===== config.mk =====
export PLATFORM = sky130hd
export DESIGN_NAME = bullet_pool_arbiter
export DESIGN_NICKNAME = d
export VERILOG_FILES = /design/src/rtl/bullet_pool_arbiter.sv
export SDC_FILE = /design/constraint.sdc
export NUM_CORES = 1
export LEC_CHECK = 0
export ABC_AREA = 1
export BUFFER_PORTS_ARGS = -buffer_cell sky130_fd_sc_hd__buf_2
export CORE_MARGIN = 4
export CORE_UTILIZATION = 32
export DETAILED_ROUTE_END_ITERATION = 6
export PLACE_DENSITY = 0.52
export SYNTH_ARGS = -nofsm -noshare
export SYNTH_HDL_FRONTEND = slang
export SYNTH_SLANG_ARGS = --single-unit

===== constraint.sdc =====
create_clock -name frame_clk -period 8.75 [get_ports frame_clk]
set_input_delay 2.625 -clock frame_clk [delete_from_list [all_inputs] [get_ports frame_clk]]
set_output_delay 2.625 -clock frame_clk [all_outputs]
set_load 0.02 [all_outputs]

===== src/rtl/bullet_pool_arbiter.sv =====
// Shared bullet pool for two tanks: fire edge detect, cooldown, live cap,
// round-robin arbitration, lowest-free-slot allocation and per-frame motion.
module bullet_pool_arbiter #(
  parameter int NSLOT        = 4,
  parameter int PER_TANK_MAX = 2,
  parameter int COOLDOWN     = 15,
  parameter int LIFETIME     = 240,
  parameter int STEP         = 2,
  parameter int X_MIN        = 0,
  parameter int X_MAX        = 639,
  parameter int Y_MIN        = 0,
  parameter int Y_MAX        = 479
) (
  input  logic                  frame_clk,
  input  logic                  Reset,
  input  logic                  fire1,
  input  logic                  fire2,
  input  logic [9:0]            tank1_x,
  input  logic [9:0]            tank1_y,
  input  logic [9:0]            tank2_x,
  input  logic [9:0]            tank2_y,
  input  logic [1:0]            tank1_dir,
  input  logic [1:0]            tank2_dir,
  output logic [NSLOT-1:0]      bullet_active,
  output logic [NSLOT-1:0]      bullet_owner,
  output logic [10*NSLOT-1:0]   bullet_x,
  output logic [10*NSLOT-1:0]   bullet_y,
  output logic                  grant1,
  output logic                  grant2
);
  localparam int SW  = (NSLOT > 1) ? $clog2(NSLOT) : 1;
  localparam int CNW = $clog2(NSLOT + 1);
  localparam int LW  = $clog2(LIFETIME + 1);
  localparam int CW  = (COOLDOWN > 0) ? $clog2(COOLDOWN + 1) : 1;
  localparam logic signed [10:0] S_STEP = 11'(STEP);
  localparam logic signed [10:0] S_XMIN = 11'(X_MIN);
  localparam logic signed [10:0] S_XMAX = 11'(X_MAX);
  localparam logic signed [10:0] S_YMIN = 11'(Y_MIN);
  localparam logic signed [10:0] S_YMAX = 11'(Y_MAX);

  logic                r_fire1_q, r_fire2_q;
  logic                r_pend1, r_pend2, r_rr;
  logic [CW-1:0]       r_cd1, r_cd2;
  logic                r_grant1, r_grant2;
  logic [NSLOT-1:0]    r_active, r_owner;
  logic [9:0]          r_x [NSLOT];
  logic [9:0]          r_y [NSLOT];
  logic signed [10:0]  r_dx [NSLOT];
  logic signed [10:0]  r_dy [NSLOT];
  logic [LW-1:0]       r_life [NSLOT];

  logic [CNW-1:0]      w_cnt1, w_cnt2;
  logic                w_found;
  logic [SW-1:0]       w_slot;
  logic                w_ok1, w_ok2;
  logic                w_win1, w_win2;
  logic                w_pend1_n, w_pend2_n, w_rr_n;
  logic [1:0]          w_dir;
  logic [9:0]          w_sx, w_sy;
  logic signed [10:0]  w_vx, w_vy;
  logic signed [10:0]  w_nx [NSLOT];
  logic signed [10:0]  w_ny [NSLOT];
  logic [NSLOT-1:0]    w_bx, w_by;

  // descending scan leaves the lowest free index in w_slot
  always_comb begin
    w_cnt1  = '0;
    w_cnt2  = '0;
    w_found = 1'b0;
    w_slot  = '0;
    for (int i = NSLOT - 1; i >= 0; i--) begin
      if (!r_active[i]) begin
        w_found = 1'b1;
        w_slot  = SW'(i);
      end
      if (r_active[i] && !r_owner[i]) w_cnt1 = w_cnt1 + 1'b1;
      if (r_active[i] && r_owner[i])  w_cnt2 = w_cnt2 + 1'b1;
    end
  end

  always_comb begin
    w_ok1 = ((fire1 & ~r_fire1_q) | r_pend1)
          && (r_cd1 == '0)
          && (w_cnt1 < CNW'(PER_TANK_MAX))
          && w_found;
    w_ok2 = ((fire2 & ~r_fire2_q) | r_pend2)
          && (r_cd2 == '0)
          && (w_cnt2 < CNW'(PER_TANK_MAX))
          && w_found;
  end

  // a pending loser outranks a fresh event; otherwise rr decides
  always_comb begin
    w_win1    = 1'b0;
    w_win2    = 1'b0;
    w_pend1_n = 1'b0;
    w_pend2_n = 1'b0;
    w_rr_n    = r_rr;
    if (w_ok1 && w_ok2) begin
      w_win1    = r_pend1 | (~r_pend2 & ~r_rr);
      w_win2    = ~w_win1;
      w_pend1_n = w_win2;
      w_pend2_n = w_win1;
      w_rr_n    = w_win1;
    end else begin
      w_win1 = w_ok1;
      w_win2 = w_ok2;
    end
  end

  always_comb begin
    w_dir = w_win2 ? tank2_dir : tank1_dir;
    w_sx  = w_win2 ? tank2_x : tank1_x;
    w_sy  = w_win2 ? tank2_y : tank1_y;
    w_vx  = '0;
    w_vy  = '0;
    unique case (w_dir)
      2'd0:    w_vy = -S_STEP;
      2'd1:    w_vx = S_STEP;
      2'd2:    w_vy = S_STEP;
      default: w_vx = -S_STEP;
    endcase
  end

  always_comb begin
    for (int i = 0; i < NSLOT; i++) begin
      w_nx[i] = $signed({1'b0, r_x[i]}) + r_dx[i];
      w_ny[i] = $signed({1'b0, r_y[i]}) + r_dy[i];
      w_bx[i] = (w_nx[i] < S_XMIN) || (w_nx[i] > S_XMAX);
      w_by[i] = (w_ny[i] < S_YMIN) || (w_ny[i] > S_YMAX);
    end
  end

  always_ff @(posedge frame_clk or posedge Reset) begin
    if (Reset) begin
      r_fire1_q <= 1'b1;
      r_fire2_q <= 1'b1;
      r_pend1   <= 1'b0;
      r_pend2   <= 1'b0;
      r_rr      <= 1'b0;
      r_cd1     <= '0;
      r_cd2     <= '0;
      r_grant1  <= 1'b0;
      r_grant2  <= 1'b0;
      r_active  <= '0;
      r_owner   <= '0;
      for (int i = 0; i < NSLOT; i++) begin
        r_x[i]    <= '0;
        r_y[i]    <= '0;
        r_dx[i]   <= '0;
        r_dy[i]   <= '0;
        r_life[i] <= '0;
      end
    end else begin
      r_fire1_q <= fire1;
      r_fire2_q <= fire2;
      r_pend1   <= w_pend1_n;
      r_pend2   <= w_pend2_n;
      r_rr      <= w_rr_n;
      r_grant1  <= w_win1;
      r_grant2  <= w_win2;
      if (w_win1)              r_cd1 <= CW'(COOLDOWN);
      else if (r_cd1 != '0)    r_cd1 <= r_cd1 - 1'b1;
      if (w_win2)              r_cd2 <= CW'(COOLDOWN);
      else if (r_cd2 != '0)    r_cd2 <= r_cd2 - 1'b1;
      for (int i = 0; i < NSLOT; i++) begin
        if ((w_win1 | w_win2) && (w_slot == SW'(i))) begin
          r_active[i] <= 1'b1;
          r_owner[i]  <= w_win2;
          r_x[i]      <= w_sx;
          r_y[i]      <= w_sy;
          r_dx[i]     <= w_vx;
          r_dy[i]     <= w_vy;
          r_life[i]   <= LW'(LIFETIME);
        end else if (r_active[i]) begin
          if (r_life[i] == LW'(1)) begin
            r_active[i] <= 1'b0;
            r_life[i]   <= '0;
          end else begin
            r_life[i] <= r_life[i] - 1'b1;
            if (w_bx[i]) r_dx[i] <= -r_dx[i];
            else         r_x[i]  <= w_nx[i][9:0];
            if (w_by[i]) r_dy[i] <= -r_dy[i];
            else         r_y[i]  <= w_ny[i][9:0];
          end
        end
      end
    end
  end

  always_comb begin
    bullet_x = '0;
    bullet_y = '0;
    for (int i = 0; i < NSLOT; i++) begin
      bullet_x[10*i +: 10] = r_x[i];
      bullet_y[10*i +: 10] = r_y[i];
    end
  end

  assign bullet_active = r_active;
  assign bullet_owner  = r_owner;
  assign grant1        = r_grant1;
  assign grant2        = r_grant2;

endmodule


==> results of run 1 <==
-- flip-flops by register name (all words and copies together) (netlist names), 4 cells and up --
register and flops:
r_cd1 4, r_cd2 4, r_dy 40, bullet_active 4
r_life 32, bullet_owner 4, bullet_y 40, bullet_x 40
r_dx 40
-- stage by stage --
stage / worst slack [ns] / hold WS [ns] / instances / power (mW)
after detailed placement: 3.743 / 0.4732 / 3123 / 1.079
after global routing: 4.098 / 0.5214 / 3175 / 2.394
final: 4.338 / 0.4894 / 3179 / 2.312
after global placement: 3.727 / 0.4668 / 3123 / 1.080
after CTS: 4.356 / 0.4873 / 3174 / 2.342
after floorplan: 0.2490 / 0.4646 / 2358 / 1.042
-- report_power, final --
part | switching [mW] | internal [mW] | total [mW]
registers | 0.000103 | 0.995 | 0.996
logic | 0.0526 | 0.0130 | 0.0656
clock network | 0.488 | 0.763 | 1.25
-- worst min-delay path, cell delays in order, from the launching register on --
cell and delay [ns]:
dfrtp_1 0.34, nand2_1 0.05, o21ai_0 0.06
-- metal layers --
| metal | track usage (%) | vias to the layer above | wire (um) |
|---|---|---|---|
| li1 | - | 7812 | - |
| met1 | 27.40 | 7216 | 24460 |
| met2 | 29.15 | 401 | 22540 |
| met3 | 5.152 | 79 | 4244 |
| met4 | 4.950 | 6 | 1516 |
| met5 | 0 | - | 46 |
-- worst paths after layout --
check / from / end / cells past startpoint
worst max-delay path: fire1 / bullet_x[9] / 15
worst min-delay path: bullet_y[30] / bullet_y[30] / 2
worst max register to register: bullet_active[3] / bullet_x[9] / 20
worst min register to register: bullet_y[30] / bullet_y[30] / 2
max in group asynchronous: Reset / r_life[4] / 3
min in group asynchronous: Reset / grant1 / 2
-- logic make-up after synthesis --
group                    Yosys count  share of synthesized area (%)
XOR/XNOR                          88                          4.798
flip-flops                       215                          33.51
AND/OR/NAND/NOR                 1424                          37.68
adder cells (fa/ha/maj)          109                          8.490
AO/OA/AOI/OAI                    214                          7.750
buffers and inverters            308                          7.774
-- layout make-up --
cell class / instances / area, um2
Antenna cell: 5 / 12.51
Clock inverter: 14 / 185.2
Multi-Input combinational cell: 1835 / 9439
Timing Repair Buffer: 143 / 730.7
Inverter: 266 / 1006
Tap cell: 664 / 830.8
Fill cell: 5361 / 30860
Clock buffer: 37 / 805.8
Sequential cell: 215 / 5383
-- cell usage in the layout, fill, tap and decap left out, drive strengths merged --
| cell type | count |
|---|---|
| nand2 | 903 |
| inv | 266 |
| nand3 | 256 |
| dfrtp | 213 |
| nor2 | 191 |
| buf | 143 |
| o21ai | 113 |
| ha | 109 |
| xor2 | 53 |
| a21oi | 46 |
| clkbuf | 37 |
| xnor2 | 35 |
| nand4 | 20 |
| nor3 | 18 |
| o211ai | 18 |
| o21bai | 13 |
| or2 | 12 |
| nand3b | 10 |
| clkinv | 7 |
| nor4 | 6 |
| o22ai | 6 |
| diode | 5 |
| o21a | 5 |
| o221ai | 4 |
| and2 | 4 |
| bufinv | 4 |
| nor3b | 3 |
| clkinvlp | 3 |
| a21boi | 3 |
| a21o | 2 |
| a22oi | 2 |
| dfstp | 2 |
| a31oi | 1 |
| o31ai | 1 |
| or3 | 1 |
==> results.yml, run 1 <==
routing:
  drt_iter0_drc: 1033
  drcViolationCount: 0
  wl_um: 52810
  dr_total_vias: 15510
  wl_per_cell_um: 16.61
  ant_nets: 0
  drtPass1Iterations: 5
  via_per_inst: 4.880
logic_synthesis:
  syn_inst: 2358
  yosys-top-cells-area: "dfrtp_1, nand2_1, ha_1, nand3_1, inv_1"
  synth_area_leader_cell: "dfrtp_1"
  syn_area_per_cell_um2: 6.812
  synthFlopType: "dfrtp_1"
  synth_cell_types: 44
  synth_seq_area_share_pct: 33.51
  synth_edf_count: 0
  synth_top_area_share_pct: 33.18
  ys_top_cells_by_count: "nand2_1, inv_1, nand3_1"
  synthArstFlopShare_pct: 100.0
  synth.most_common_cell: "nand2_1"
  syn_nets: 2515
  yosysWarnings: 0
  synth_area_um2: 16060
  ys_seq_elements: 215
worst_setup_path:
  crit_chain: "buf_2 -> nand2_1 -> nand2_1 -> nand2_1 -> nor2_2 -> nand3_2 -> o21ai_4 -> buf_4 -> inv_1 -> nand2_1 -> nand2_1 -> nand2_1 -> o21ai_0 -> nand2_1 -> nand2_1"
  crit_type: "input port to register"
  crit_family: "simple AND/OR/NAND/NOR gates"
  crit_required_ns: 9.21
  cp-end-kind: "register"
  rrSetupSlack_ns: 4.54
  crit_buf_inv: 3
  cpMaxStageDelayCell: "buf_4"
  crit_top_cell: "nand2_1"
  path_max_fanout: 47
  worst_path_largest_cell_delay_ns: 0.46
  worst_setup_path_start_kind: "input port"
  crit_arrival_ns: 4.87
timing:
  rsz0062_at_grt: "no"
  finalCriticalPeriod_ns: 4.412
  slew-limit-headroom_pct: 39.47
  max_freq_mhz: 226.7
  fin_skew_ns: 0.01896
  finalMaxSlewViolations: 0
  fin_setup_tns_ns: 0
  setup_viol: 0
  hold_viol: 0
  tightestPinTransition_ns: 0.9079
  fin_crit_sh_pct: 50.42
final_layout:
  syn2layout_area_growth_pct: 14.50
  nets: 2647
  drive_above_1_share_pct: 11.00
  fin_util_pct: 37.34
  final_area_um2: 18390
power_and_ir_drop:
  powerDensity_nw_per_um2: 125.7
  vdd_ir_drop_max_uv: 162.2
  leakage_nw: 10.17
cts:
  cts_root_buf: "clkbuf_16"
  path_clk_slew_ns: 0.06
  htree_num_levels: 1
  clockBufferDepth: 3
  cts_resized: 0
  post_cts_buffers: 0
  numCtsBuffers: 29
  cts_sinks: 215
  hold_buffers: 0
  clk_latency_ns: 0.58
  cts_tree: "done"
grt:
  grt_pass1_wl_um: 82940
  grt-ovfl-total: 0
  grt_pass1_vias: 14570
  antenna_found_initial: 8
  grt_max_degree: 119
  globalRouteTotalUtil_pct: 19.29
worst_hold_path:
  hold_path.class: "register to register"
die:
  rows: 81
  die-area_um2: 53840
  core_area_um2: 49250
  ios: 138
  initial_core_util_pct: 32.61
  fp.dieH_um: 232.0
  die_w_um: 232.0
place:
  portBuffers: 137
  dpl_cell_area_um2: 17390
  hpwl_um: 40370
  gp_congestion: 0.9172
run_status:
  outcome: "finished clean"
flow_run:
  cap_violations: 0
(Power assumes the default switching activity.)
==> inputs of run 2 (changes only) <==
--- a/config.mk
+++ b/config.mk
@@ -5,7 +5,7 @@
 export SDC_FILE = /design/constraint.sdc
 export NUM_CORES = 1
 export LEC_CHECK = 0
-export ABC_AREA = 1
+export ABC_AREA = 0
 export BUFFER_PORTS_ARGS = -buffer_cell sky130_fd_sc_hd__buf_2
 export CORE_MARGIN = 4
 export CORE_UTILIZATION = 32
==> constraint.sdc (replaced) <==
create_clock -name frame_clk -period 3.7 [get_ports frame_clk]
set_input_delay 1.11 -clock frame_clk [delete_from_list [all_inputs] [get_ports frame_clk]]
set_output_delay 1.11 -clock frame_clk [all_outputs]
set_load 0.02 [all_outputs]
==> run 2 against run 1 <==
Compared with the run above: final area shrank 7.0%; synthesized area shrank 10%; clock skew shrank 0.0052 ns; clock power grew 120%; die area shrank 10%; routed wire length shrank 15%; critical path depth is the same; largest power group unchanged; register-to-register slack lost 4.4 ns; largest cell class unchanged.
==> results.yml, run 2 <==
routing:
  drtPass1Iterations: 5
  drcViolationCount: 0
  wl_per_cell_um: 19.10
  drt_iter0_drc: 855
  via_per_inst: 5.351
  ant_nets: 0
  dr_total_vias: 12610
  wl_um: 45000
logic_synthesis:
  synth_cell_types: 91
  ys_seq_elements: 215
  synth.most_common_cell: "dfrtp_1"
  syn_inst: 1579
  ys_top_cells_by_count: "dfrtp_1, nand2_1, nor2_1"
  syn_nets: 1736
  synthFlopType: "dfrtp_1"
  synthArstFlopShare_pct: 100.0
  yosys-top-cells-area: "dfrtp_1, ha_1, xnor2_1, a21oi_1, nand2_1"
  syn_area_per_cell_um2: 9.123
  synth_seq_area_share_pct: 37.37
  yosysWarnings: 0
  synth_edf_count: 0
  synth_area_um2: 14410
  synth_top_area_share_pct: 37.00
  synth_area_leader_cell: "dfrtp_1"
die:
  die_w_um: 220.2
  rows: 77
  ios: 138
  core_area_um2: 44320
  fp.dieH_um: 220.2
  initial_core_util_pct: 32.50
  die-area_um2: 48470
final_layout:
  nets: 1900
  syn2layout_area_growth_pct: 18.69
  mostFrequentLayoutCells: "dfrtp_1, buf_2, nand2_1"
  final_area_um2: 17100
  fillers: 4486
  fin_cells: 2356
  drive_above_1_share_pct: 17.70
  layout_commonest_cell: "dfrtp_1"
grt:
  antenna_found_initial: 0
  grt_pass1_vias: 12170
  globalRouteTotalUtil_pct: 18.38
  grt-ovfl-total: 0
  grt_pass1_wl_um: 70660
  grt_max_degree: 55
worst_setup_path:
  cp-end-kind: "register"
  crit_type: "register to register"
  crit_top_cell: "buf_4"
  crit_chain: "buf_4 -> nand2_1 -> ha_1 -> and3b_1 -> a21o_1 -> ha_1 -> and3_1 -> a221oi_1 -> o211a_4 -> a21bo_2 -> buf_4 -> mux2i_1 -> buf_4 -> buf_4 -> a221oi_1"
  crit_family: "compound AO/OA/AOI/OAI gates"
  crit_arrival_ns: 3.99
  cp-startpoint: "bullet_owner[2]"
  crit_required_ns: 4.15
  worst_path_largest_cell_delay_ns: 0.37
  crit_buf_inv: 4
  worst_setup_path_start_kind: "register"
  worstReg2RegStart: "bullet_owner[2]"
  path_max_fanout: 8
  cpMaxStageDelayCell: "dfrtp_1"
timing:
  finalWorstSetupSlack_ns: 0.1554
  hold_viol: 0
  hold_slack_ns: 0.4809
  max_freq_mhz: 282.1
  finalCriticalPeriod_ns: 3.545
  rsz0062_at_grt: "yes"
  fin_crit_sh_pct: 95.80
  tightestPinTransition_ns: 0.8414
  fin_skew_ns: 0.01372
  slew-limit-headroom_pct: 43.79
  finalMaxSlewViolations: 0
  setup_viol: 0
place:
  dp_slack_ns: 0.09663
  hpwl_um: 33690
  dp.cells: 2304
  dpl_cell_area_um2: 16130
  gp_congestion: 0.8562
  portBuffers: 137
cts:
  clk_latency_ns: 0.56
  htree_num_levels: 1
  path_clk_slew_ns: 0.06
  cts_root_buf: "clkbuf_16"
  numCtsBuffers: 28
  cts_sinks: 215
  cts_tree: "done"
  clockBufferDepth: 3
power_and_ir_drop:
  internal_power_mw: 4.144
  vdd_ir_drop_max_uv: 313.2
  p_seq_share_pct: 44.2
  power_frac_comb_pct: 3.2
  switchingPower_mw: 1.186
  leakage_nw: 7.934
  swShare_pct: 22.25
  p_clk_share_pct: 52.6
  powerDensity_nw_per_um2: 311.7
flow_run:
  cap_violations: 0
worst_hold_path:
  hold_path.class: "register to register"
  worstHoldStart: "bullet_y[30]"
run_status:
  outcome: "finished clean"
-- run 2: cell types whose count changed after synthesis, sizes merged, moves of 17 or more --
cell    change
nand2b     +21
xnor2      +45
o21ai      -27
a221oi     +18
nand2     -769
nand3     -210
nor3       +64
a211oi     +33
a21oi      +62
a31oi      +17
mux2i      +40
inv       -202
clkbuf     +29
nor2       -66
-- run 2: power by group through the flow --
stage,clock network [mW],registers [mW],logic [mW]
after global placement,0,2.40,0.176
after global routing,2.99,2.35,0.186
after detailed placement,0,2.40,0.176
final,2.81,2.35,0.170
after CTS,2.88,2.35,0.176
after floorplan,0,2.40,0.0533
-- run 2: logic make-up (layout without fill, tap and decap cells) --
family / Yosys count / count (layout) / synth area share (%)
AOI/OAI and AO/OA: 430 / 430 / 20.97
muxes: 43 / 43 / 3.014
DFF: 215 / 215 / 37.37
buffers and inverters: 136 / 320 / 3.917
adders and majority gates: 109 / 109 / 9.468
xor gates and xnor gates: 118 / 118 / 7.174
and+or+nand+nor: 528 / 528 / 18.09
other: 0 / 1 / 0
-- run 2: cell type report --
type                            instances  area, um2  area share (%)
Clock buffer                           43      828.3           4.845
Sequential cell                       215       5383           31.48
Antenna cell                            1      2.502         0.01464
Tap cell                              592      740.7           4.332
Inverter                               64      244.0           1.427
Timing Repair Buffer                  206       1304           7.625
Multi-Input combinational cell       1228       8482           49.61
Clock inverter                          7      113.9          0.6659
-- run 2: path summary, 6_finish.rpt --
path                                endpoint  slack, ns  depth (start not counted)
min in group asynchronous           r_cd1[2]       0.72                          2
worst min-delay path            bullet_y[30]       0.48                          2
worst min register to register  bullet_y[30]       0.48                          2
worst max-delay path             bullet_y[4]       0.16                         15
worst max register to register   bullet_y[4]       0.16                         15
max in group asynchronous        bullet_x[4]       2.16                          3
-- run 2: per-layer routing --
layer / part of all wire, % / GRT usage, % / wire (um) / up-vias
li1: - / - / - / 6117
met4: 2.5 / 5.129 / 1139 / 0
met5: 0 / 0 / 0 / -
met2: 45 / 28.55 / 20140 / 286
met3: 5.0 / 2.719 / 2258 / 59
met1: 48 / 26.73 / 21460 / 6144
-- run 2: repair_timing --
item | CTS | global route
setup buffers | 0 | 1
gates resized for setup | 0 | 7
hold buffers | 0 | 0
endpoints found under the setup margin | 0 | 63
-- run 2: worst min-delay path, cell delays in order (launching register included) --
cell and delay, ns:
dfrtp_1 0.34, nand2_1 0.04, o21ai_0 0.06
-- run 2: stage by stage --
step / utilization [%] / total power [mW] / setup TNS [ns]
6_report: 38.58 / 5.330 / 0
3_3_place_gp: 36.39 / 2.572 / 0
2_1_floorplan: - / 2.451 / -43.99
3_5_place_dp: 36.39 / 2.573 / 0
5_1_grt: 38.57 / 5.530 / -0.2865
4_1_cts: 38.52 / 5.415 / 0
==> inputs of run 3 (changes only) <==
--- a/config.mk
+++ b/config.mk
@@ -7,10 +7,11 @@
 export LEC_CHECK = 0
 export ABC_AREA = 0
 export BUFFER_PORTS_ARGS = -buffer_cell sky130_fd_sc_hd__buf_2
+export CAP_MARGIN = 30
 export CORE_MARGIN = 4
 export CORE_UTILIZATION = 32
 export DETAILED_ROUTE_END_ITERATION = 6
-export PLACE_DENSITY = 0.52
+export PLACE_DENSITY = 0.5
 export SYNTH_ARGS = -nofsm -noshare
 export SYNTH_HDL_FRONTEND = slang
 export SYNTH_SLANG_ARGS = --single-unit
==> constraint.sdc (replaced) <==
create_clock -name frame_clk -period 4.2 [get_ports frame_clk]
set_input_delay 1.26 -clock frame_clk [delete_from_list [all_inputs] [get_ports frame_clk]]
set_output_delay 1.26 -clock frame_clk [all_outputs]
set_load 0.02 [all_outputs]
==> run 3 against run 2 <==
Compared with the run above: clock skew increased by 0.018 ns; via count decreased by 0.91%; worst setup slack improved by 0.23 ns; clock power decreased by 5%; register-to-register slack improved by 0.23 ns; die area unchanged; sequential power decreased by 12%; critical endpoint is now bullet_x[16]; largest cell class unchanged; highest routed layer unchanged.
==> results.yml, run 3 (synthesized netlist as in run 2, its figures left out) <==
die:
  rows: 77
  die_w_um: 220.2
  core_area_um2: 44320
  initial_core_util_pct: 32.50
  die-area_um2: 48470
  fp.dieH_um: 220.2
  ios: 138
cts:
  clk_latency_ns: 0.57
  hold_buffers: 0
  cts_resized: 0
  cts_sinks: 215
  cts_tree: "done"
  post_cts_buffers: 0
  numCtsBuffers: 28
  cts_root_buf: "clkbuf_16"
  htree_num_levels: 1
  path_clk_slew_ns: 0.06
  clockBufferDepth: 3
place:
  gp_congestion: 0.8826
  dp_slack_ns: 0.4056
  dpl_cell_area_um2: 16020
  portBuffers: 137
  hpwl_um: 33240
timing:
  fin_crit_sh_pct: 90.83
  finalCriticalPeriod_ns: 3.815
  setup_viol: 0
  rsz0062_at_grt: "no"
  hold_viol: 0
  finalWorstSetupSlack_ns: 0.3851
  fin_skew_ns: 0.03135
  fin_setup_tns_ns: 0
  max_freq_mhz: 262.1
  slew-limit-headroom_pct: 51.61
  tightestPinTransition_ns: 0.7258
  finalMaxSlewViolations: 0
worst_setup_path:
  crit_required_ns: 4.63
  cp-end-kind: "register"
  crit_type: "register to register"
  worstReg2RegStart: "bullet_active[3]"
  worst_setup_path_start_kind: "register"
  path_max_fanout: 14
  crit_arrival_ns: 4.25
  worstRegToRegCells: 13
  reg2reg_to: "bullet_x[16]"
  rrSetupSlack_ns: 0.39
grt:
  globalRouteTotalUtil_pct: 18.02
  grt_pass1_wl_um: 69520
  grt-ovfl-total: 0
  grt_max_degree: 61
  antenna_found_initial: 1
  grt_pass1_vias: 12040
routing:
  wl_per_cell_um: 18.92
  drt_iter0_drc: 760
  via_per_inst: 5.324
  dr_total_vias: 12490
  drcViolationCount: 0
  drtPass1Iterations: 6
  ant_nets: 0
  wl_um: 44380
final_layout:
  final_area_um2: 17060
  layout_commonest_cell: "dfrtp_1"
  syn2layout_area_growth_pct: 18.41
  drive_above_1_share_pct: 17.27
  nets: 1890
  mostFrequentLayoutCells: "dfrtp_1, buf_2, nand2_1"
  diodes: 0
power_and_ir_drop:
  leakage_nw: 7.913
  vdd_ir_drop_max_uv: 208.6
  powerDensity_nw_per_um2: 285.6
run_status:
  outcome: "finished clean"
worst_hold_path:
  min_path_cells: 2
  worstHoldEndpoint: "bullet_y[20]"
  worstHoldStart: "bullet_y[20]"
  hold_path.class: "register to register"
flow_run:
  cap_violations: 0
-- run 3: cell types whose count changed in the layout (fill, tap and decap cells not counted), moves of 2 or more --
cell / before / now
buf_4: 61 / 54
clkbuf_1: 9 / 3
clkbuf_8: 5 / 9
buf_12: 8 / 5
nor2_1: 120 / 123
nor2_2: 5 / 2
and2_2: 2 / 0
bufinv_16: 3 / 5
clkinvlp_4: 1 / 3
-- run 3: worst max-delay path: stages, from the launching register on --
cell,delay (ns)
dfrtp_1,0.48
nand2b_1,0.11
ha_1,0.20
or3b_1,0.37
nand2_1,0.08
ha_1,0.17
nand3b_1,0.11
a21o_1,0.21
a211oi_2,0.29
a21bo_2,0.50
buf_4,0.30
mux2i_1,0.55
buf_4,0.23
o211ai_1,0.08
-- run 3: final cells by class --
| cell class | instances | area, um2 |
|---|---|---|
| well taps | 592 | 740.7 |
| multi-input cells | 1228 | 8466 |
| inverters | 64 | 244.0 |
| repair buffers | 196 | 1191 |
| clock inverters | 11 | 196.4 |
| clock buffers | 40 | 835.8 |
| fillers | 4545 | 27260 |
| flip-flops and latches | 215 | 5383 |
-- run 3: metal layers --
metal | track usage, % | share of wire (%)
met1 | 26.40 | 49
met2 | 27.58 | 44
met3 | 2.746 | 4.6
met4 | 5.254 | 3.3
met5 | 0 | 0
-- run 3: worst max path at each step --
stage	startpoint	to	slack [ns]	cells after the start
after global placement	bullet_active[3]	bullet_x[17]	0.32	12
after CTS	bullet_active[3]	bullet_x[16]	0.43	13
final	bullet_active[3]	bullet_x[16]	0.39	13
after detailed placement	bullet_active[3]	bullet_x[16]	0.41	13
after global routing	bullet_active[3]	bullet_x[38]	0.18	13
after floorplan	Reset	bullet_active[0]	0.14	1
-- run 3: power breakdown --
group	switching [mW]	total, mW	internal, mW
Combinational	0.0982	0.141	0.0430
Sequential	0.000200	2.07	2.07
Clock	0.974	2.66	1.68
-- run 3: metrics by stage --
step	power, mW	utilization (%)	hold WS [ns]	instances
after floorplan	2.159	-	0.4595	1579
after global placement	2.257	36.14	0.4688	2294
after detailed placement	2.257	36.16	0.4754	2295
after CTS	4.949	38.49	0.4931	2346
after global routing	5.040	38.49	0.5346	2346
final	4.872	38.49	0.4871	2346
